### config.mk
export PLATFORM = sky130hd
export DESIGN_NAME = tap_controller
export DESIGN_NICKNAME = d
export VERILOG_FILES = /design/src/rtl/tap_pkg.sv /design/src/rtl/tap_fsm.sv /design/src/rtl/tap_controller.sv
export SDC_FILE = /design/constraint.sdc
export NUM_CORES = 1
export LEC_CHECK = 0
export BUFFER_PORTS_ARGS = -buffer_cell sky130_fd_sc_hd__buf_2
export CAP_MARGIN = 0
export CORE_AREA = 2 2 63 65
export DETAILED_ROUTE_END_ITERATION = 6
export DIE_AREA = 0 0 65 67
export PLACE_DENSITY_LB_ADDON = 0.15
export SYNTH_ARGS = -nofsm -noshare
export SYNTH_HDL_FRONTEND = slang
export SYNTH_SLANG_ARGS = --single-unit
### constraint.sdc
create_clock -name TCK -period 1.9 [get_ports TCK]
set_clock_uncertainty 0.2 [all_clocks]
set_input_delay 0.285 -clock TCK [delete_from_list [all_inputs] [get_ports TCK]]
set_output_delay 0.285 -clock TCK [all_outputs]
set_load 0.01 [all_outputs]
### src/rtl/tap_pkg.sv
// Shared TAP definitions: state encodings and default instruction decode values.
package tap_pkg;

    typedef enum logic [3:0] {
        TLR    = 4'hF,
        RTI    = 4'hC,
        SEL_DR = 4'h7,
        CAP_DR = 4'h6,
        SH_DR  = 4'h2,
        EX1_DR = 4'h1,
        PA_DR  = 4'h3,
        EX2_DR = 4'h0,
        UPD_DR = 4'h5,
        SEL_IR = 4'h4,
        CAP_IR = 4'hE,
        SH_IR  = 4'hA,
        EX1_IR = 4'h9,
        PA_IR  = 4'hB,
        EX2_IR = 4'h8,
        UPD_IR = 4'hD
    } tap_state_e;

    localparam logic [1:0] BYPASS_CODE_DEF = 2'b11;
    localparam logic [1:0] EXTEST_CODE_DEF = 2'b00;

endpackage

### src/rtl/tap_fsm.sv
// TAP state register and TMS-driven next-state logic; resets to Test-Logic-Reset.
module tap_fsm
    import tap_pkg::*;
(
    input  logic       tck_i,
    input  logic       trst_i,
    input  logic       tms_i,
    output tap_state_e state_o
);

    tap_state_e state_q, state_d;

    // NOTE: async reset sits in the sensitivity list so TRST wins over any TCK edge;
    // sequential state always uses non-blocking assignments.
    always_ff @(posedge tck_i or posedge trst_i) begin
        if (trst_i) begin
            state_q <= TLR;
        end else begin
            state_q <= state_d;
        end
    end

    // NOTE: every always_comb output gets a default first so no latch can be inferred.
    always_comb begin
        state_d = state_q;
        case (state_q)
            TLR:    state_d = tms_i ? TLR    : RTI;
            RTI:    state_d = tms_i ? SEL_DR : RTI;
            SEL_DR: state_d = tms_i ? SEL_IR : CAP_DR;
            SEL_IR: state_d = tms_i ? TLR    : CAP_IR;
            CAP_DR: state_d = tms_i ? EX1_DR : SH_DR;
            SH_DR:  state_d = tms_i ? EX1_DR : SH_DR;
            EX1_DR: state_d = tms_i ? UPD_DR : PA_DR;
            PA_DR:  state_d = tms_i ? EX2_DR : PA_DR;
            EX2_DR: state_d = tms_i ? UPD_DR : SH_DR;
            UPD_DR: state_d = tms_i ? SEL_DR : RTI;
            CAP_IR: state_d = tms_i ? EX1_IR : SH_IR;
            SH_IR:  state_d = tms_i ? EX1_IR : SH_IR;
            EX1_IR: state_d = tms_i ? UPD_IR : PA_IR;
            PA_IR:  state_d = tms_i ? EX2_IR : PA_IR;
            EX2_IR: state_d = tms_i ? UPD_IR : SH_IR;
            UPD_IR: state_d = tms_i ? SEL_DR : RTI;
        endcase
    end

    assign state_o = state_q;

endmodule

### src/rtl/tap_controller.sv
// IEEE 1149.1-style TAP controller: scan strobes, bypass bit, boundary-scan enable
// and falling-edge retimed TDO.
module tap_controller
    import tap_pkg::*;
#(
    parameter logic [1:0] BYPASS_CODE = BYPASS_CODE_DEF,
    parameter logic [1:0] EXTEST_CODE = EXTEST_CODE_DEF
) (
    input  logic       TCK,
    input  logic       TRST,
    input  logic       TMS,
    input  logic       TDI,
    input  logic [1:0] sel,
    input  logic       tdo_bsr,
    input  logic       tdo_ir,
    output logic       TDO,
    output logic       tdo_en,
    output logic       clockdr,
    output logic       shiftdr,
    output logic       updatedr,
    output logic       clockir,
    output logic       shiftir,
    output logic       updateir,
    output logic       bs_en,
    output logic       test_logic_reset,
    output logic [3:0] state
);

    tap_state_e state_w;

    tap_fsm u_fsm (
        .tck_i  (TCK),
        .trst_i (TRST),
        .tms_i  (TMS),
        .state_o(state_w)
    );

    logic dr_clk_en_q, ir_clk_en_q, shiftdr_q, shiftir_q;
    logic tdo_q, tdo_d, tdo_en_q, tdo_en_d;
    logic bypass_q, bypass_d;

    always_comb begin
        tdo_d    = 1'b0;
        tdo_en_d = 1'b0;
        if (state_w == SH_IR) begin
            tdo_d    = tdo_ir;
            tdo_en_d = 1'b1;
        end else if (state_w == SH_DR) begin
            tdo_d    = (sel == BYPASS_CODE) ? bypass_q : tdo_bsr;
            tdo_en_d = 1'b1;
        end
    end

    // Enables change only while TCK is low, so the TCK-gated strobes cannot glitch.
    always_ff @(negedge TCK or posedge TRST) begin
        if (TRST) begin
            dr_clk_en_q <= 1'b0;
            ir_clk_en_q <= 1'b0;
            shiftdr_q   <= 1'b0;
            shiftir_q   <= 1'b0;
            tdo_q       <= 1'b0;
            tdo_en_q    <= 1'b0;
        end else begin
            dr_clk_en_q <= (state_w == CAP_DR) || (state_w == SH_DR);
            ir_clk_en_q <= (state_w == CAP_IR) || (state_w == SH_IR);
            shiftdr_q   <= (state_w == SH_DR);
            shiftir_q   <= (state_w == SH_IR);
            tdo_q       <= tdo_d;
            tdo_en_q    <= tdo_en_d;
        end
    end

    always_comb begin
        bypass_d = bypass_q;
        if (sel == BYPASS_CODE) begin
            if (state_w == CAP_DR) begin
                bypass_d = 1'b0;
            end else if (state_w == SH_DR) begin
                bypass_d = TDI;
            end
        end
    end

    always_ff @(posedge TCK or posedge TRST) begin
        if (TRST) begin
            bypass_q <= 1'b0;
        end else begin
            bypass_q <= bypass_d;
        end
    end

    assign clockdr          = TCK & dr_clk_en_q;
    assign clockir          = TCK & ir_clk_en_q;
    assign updatedr         = ~TCK & (state_w == UPD_DR);
    assign updateir         = ~TCK & (state_w == UPD_IR);
    assign shiftdr          = shiftdr_q;
    assign shiftir          = shiftir_q;
    assign TDO              = tdo_q;
    assign tdo_en           = tdo_en_q;
    assign test_logic_reset = (state_w == TLR);
    assign bs_en            = (sel == EXTEST_CODE) & ~test_logic_reset;
    assign state            = state_w;

endmodule
==> run summary <==
Across the run, the number of max-cap violations was 0. TritonCTS built the clock tree. Via count of the first global-routing pass: 699. The startpoint of the worst register-to-register path is bypass_q$_DFFE_PP0P_.

The final instance area was 1190 sq um; the final sum of negative setup slack was -4750 ps. The final layout contains routed wiring with a total length of 1660 microns. The top cell types in the final layout, fill and taps aside, are buf_4, buf_2, buf_6. Summing every instance area after synthesis gives 522 sq um. The synthesized design contains 11 register bits. The width of the die was 65 microns. The tools report the critical path launch point as dr_clk_en_q$_DFF_NP0_. The detailed router finished its first iteration with 13 violations. At the worst endpoint, the required time is 1410 ps.

In this run the tool buffered the top-level ports with 21 buffer cells. The design draws 2.23 mW. The worst hold path belongs to the class input pin to flop. The final reports fail on setup timing. The end-of-flow core utilization came out at 0.331. The number of antenna violations at the first check in global routing is 0, and the total global routing overflow is 0. The area share of the largest cell type after synthesis is 0.288, and the number of iterations in the first detailed-routing pass is 4. The Yosys step of the flow raised 0 warnings.

The tools report the total routing resource utilization after global routing as 0.0901. The run gives 0.145 as the effective utilization at floorplan. At the pin with the least slew margin, the transition time is 250 ps. Setup repair after global routing could not meet its margin everywhere. The critical path goes through and2_4 -> buf_6. Compared with the post-synthesis result, the final layout area differs by 129%. Total vias in the final route: 618.

The worst-case IR drop observed on VDD is 0.000634 V. The tools report the arrival time reported for the critical path endpoint as 1920 ps. The run finished, with violations left.

For the leakage power figure, the log shows 0.605 nW. The tools report the category of the worst setup path capture point as an output pin. The placed instance area was 777 sq um. Setup violations remaining at the end of the flow were counted as 20.

Entering global routing, the biggest net connects 9 pins. The cell count after synthesis came out at 51. The number of endpoints with negative hold slack in the final report came out at 0.

Number of slew-limit violations in the final report: 0. Sorting the synthesized cells by area gives the leading types as dfrtn_1, dfstp_2, dfrtp_1, nand2_1, nor3_1. The number of distinct library cells after synthesis was 25; the final net count was 117. The highest cell delay on the worst timing path was 380 ps. The power density over cell area works out to 1870 nW/um^2. Die height: 67 microns. The most common cell after layout, fill and taps aside is buf_4. The largest total area in the synthesized netlist belongs to dfrtn_1.

The wire length per cell after detailed routing came out at 10.5 microns. 22 I/O pins were placed. The synthesized area divided by synthesized cell count was 10.2 sq um. The kind of launch point of the worst setup path was a flop. The buffering stage count on the worst path with inverters included came out at 1. The repair_antennas step left the layout with diodes totalling 0.

Clock-pin slew was measured on the worst setup and hold paths at 50 ps. The first global-routing pass estimated 2590 microns of wire. By startpoint and endpoint, the worst setup path is classified as flop to output pin. Half-perimeter wire length of the detailed placement result: 1070 microns.

When the netlist entered floorplanning its net count stood at 59. The tools report the worst hold-check slack as 14.6 ps. In this design, the largest share of critical-path delay is due to flip-flops. The final critical-path setup slack was -509 ps; the detailed-route DRC error count was 0. The worst hold path begins at TMS.

The ratio of cells with drive above 1 in the final layout was 0.727. The number of rows created at floorplan is 22. The biggest fanout along the worst timing path is 1, and the post-detailed-route via-to-cell ratio is 3.91.

Routability-driven placement finished with a final weighted congestion of 0.741. The worst relative slew slack is 0.833. In this run the register-to-register setup slack is -230 ps. Master of the slowest instance on the critical path: dfrtn_1. The area enclosed by the die boundary was 4360 sq um; the sequential element share of the synthesized area was 0.537.

For the antenna violation net count after detailed routing, the log shows 0. The area of the core came out at 3610 sq um. Clock latency on the worst-skew pair, taken at its later pin, is 340 ps.
## layout make-up
class                   instances  area [sq um]
multi-input cells              34           284
well taps                      48          60.1
clock buffers                  17           193
inverters                       5          26.3
repair buffers                 41           304
fillers                       374          2410
clock inverters                 2          47.5
flip-flops and latches         11           280
## cells in the mapped netlist
cell,number
or3b_1,1
nand2b_4,1
a211o_1,1
mux2_1,1
o211a_1,1
a22o_1,1
nor3_1,4
a211oi_1,1
buf_2,1
nand2_1,6
nor2_1,5
o21ai_0,3
a21oi_1,1
inv_1,4
nor3_2,1
and3_1,1
and2_1,2
a41oi_1,1
clkinv_4,1
dfrtp_1,1
nor2b_1,1
dfstp_2,4
dfrtn_1,6
a221o_1,1
nor2b_2,1
## worst register-to-register path, stage by stage (launching register included)
cell and delay [ps]:
dfrtp_1 370, and3_1 140, a211o_1 220, o211a_1 130
## layer usage
layer  share of wire  GRT usage  up-vias
li1                -          -      293
met1            0.39     0.0754      296
met2            0.52      0.113       25
met3           0.065     0.0659        4
met4           0.026      0.136        0
met5               0          0        -
## sequential cells by signal, indices dropped and copies added, names as in the netlist
register and flops:
TDO 1, ir_clk_en_q 1, bypass_q 1, shiftir 1, shiftdr 1, dr_clk_en_q 1, tdo_en 1, u_fsm.state_o 4
## logic make-up after synthesis
group | share of synthesized area
compound gates | 0.141
buf+inv | 0.0551
simple gates | 0.245
mux | 0.0216
flops | 0.537
## worst paths after layout
kind	end	cells past startpoint
max	clockdr	2
min	u_fsm.state_o[2]$_DFF_PP1_	3
max reg2reg	TDO$_DFF_NP0_	3
min reg2reg	bypass_q$_DFFE_PP0P_	1
max in group asynchronous	shiftir$_DFF_NP0_	3
min in group asynchronous	bypass_q$_DFFE_PP0P_	4
## stage by stage
| stage | std cells | setup slack, ps |
|---|---|---|
| finish | 158 | -509 |
| global route | 158 | -549 |
| CTS | 147 | -631 |
| detailed placement | 129 | -339 |
| global placement | 129 | -336 |
| floorplan | 51 | -321 |
## power by group
| part | switching, mW | leakage, nW | internal [mW] |
|---|---|---|---|
| clock network | 0.234 | 0.150 | 0.673 |
| registers | 0.0729 | 0.137 | 0.352 |
| logic | 0.407 | 0.318 | 0.491 |
| total | 0.714 | 0.605 | 1.52 |
## repair_timing
item                                   4_1_cts  5_1_grt
endpoints found under the hold margin        1        0
buffers inserted                             5       11
pin swaps                                    7        5
resized for setup                           11       17
hold buffers                                 1        0
setup endpoints to repair                   22       22
Note: power is estimated with default switching activity, not from simulation.
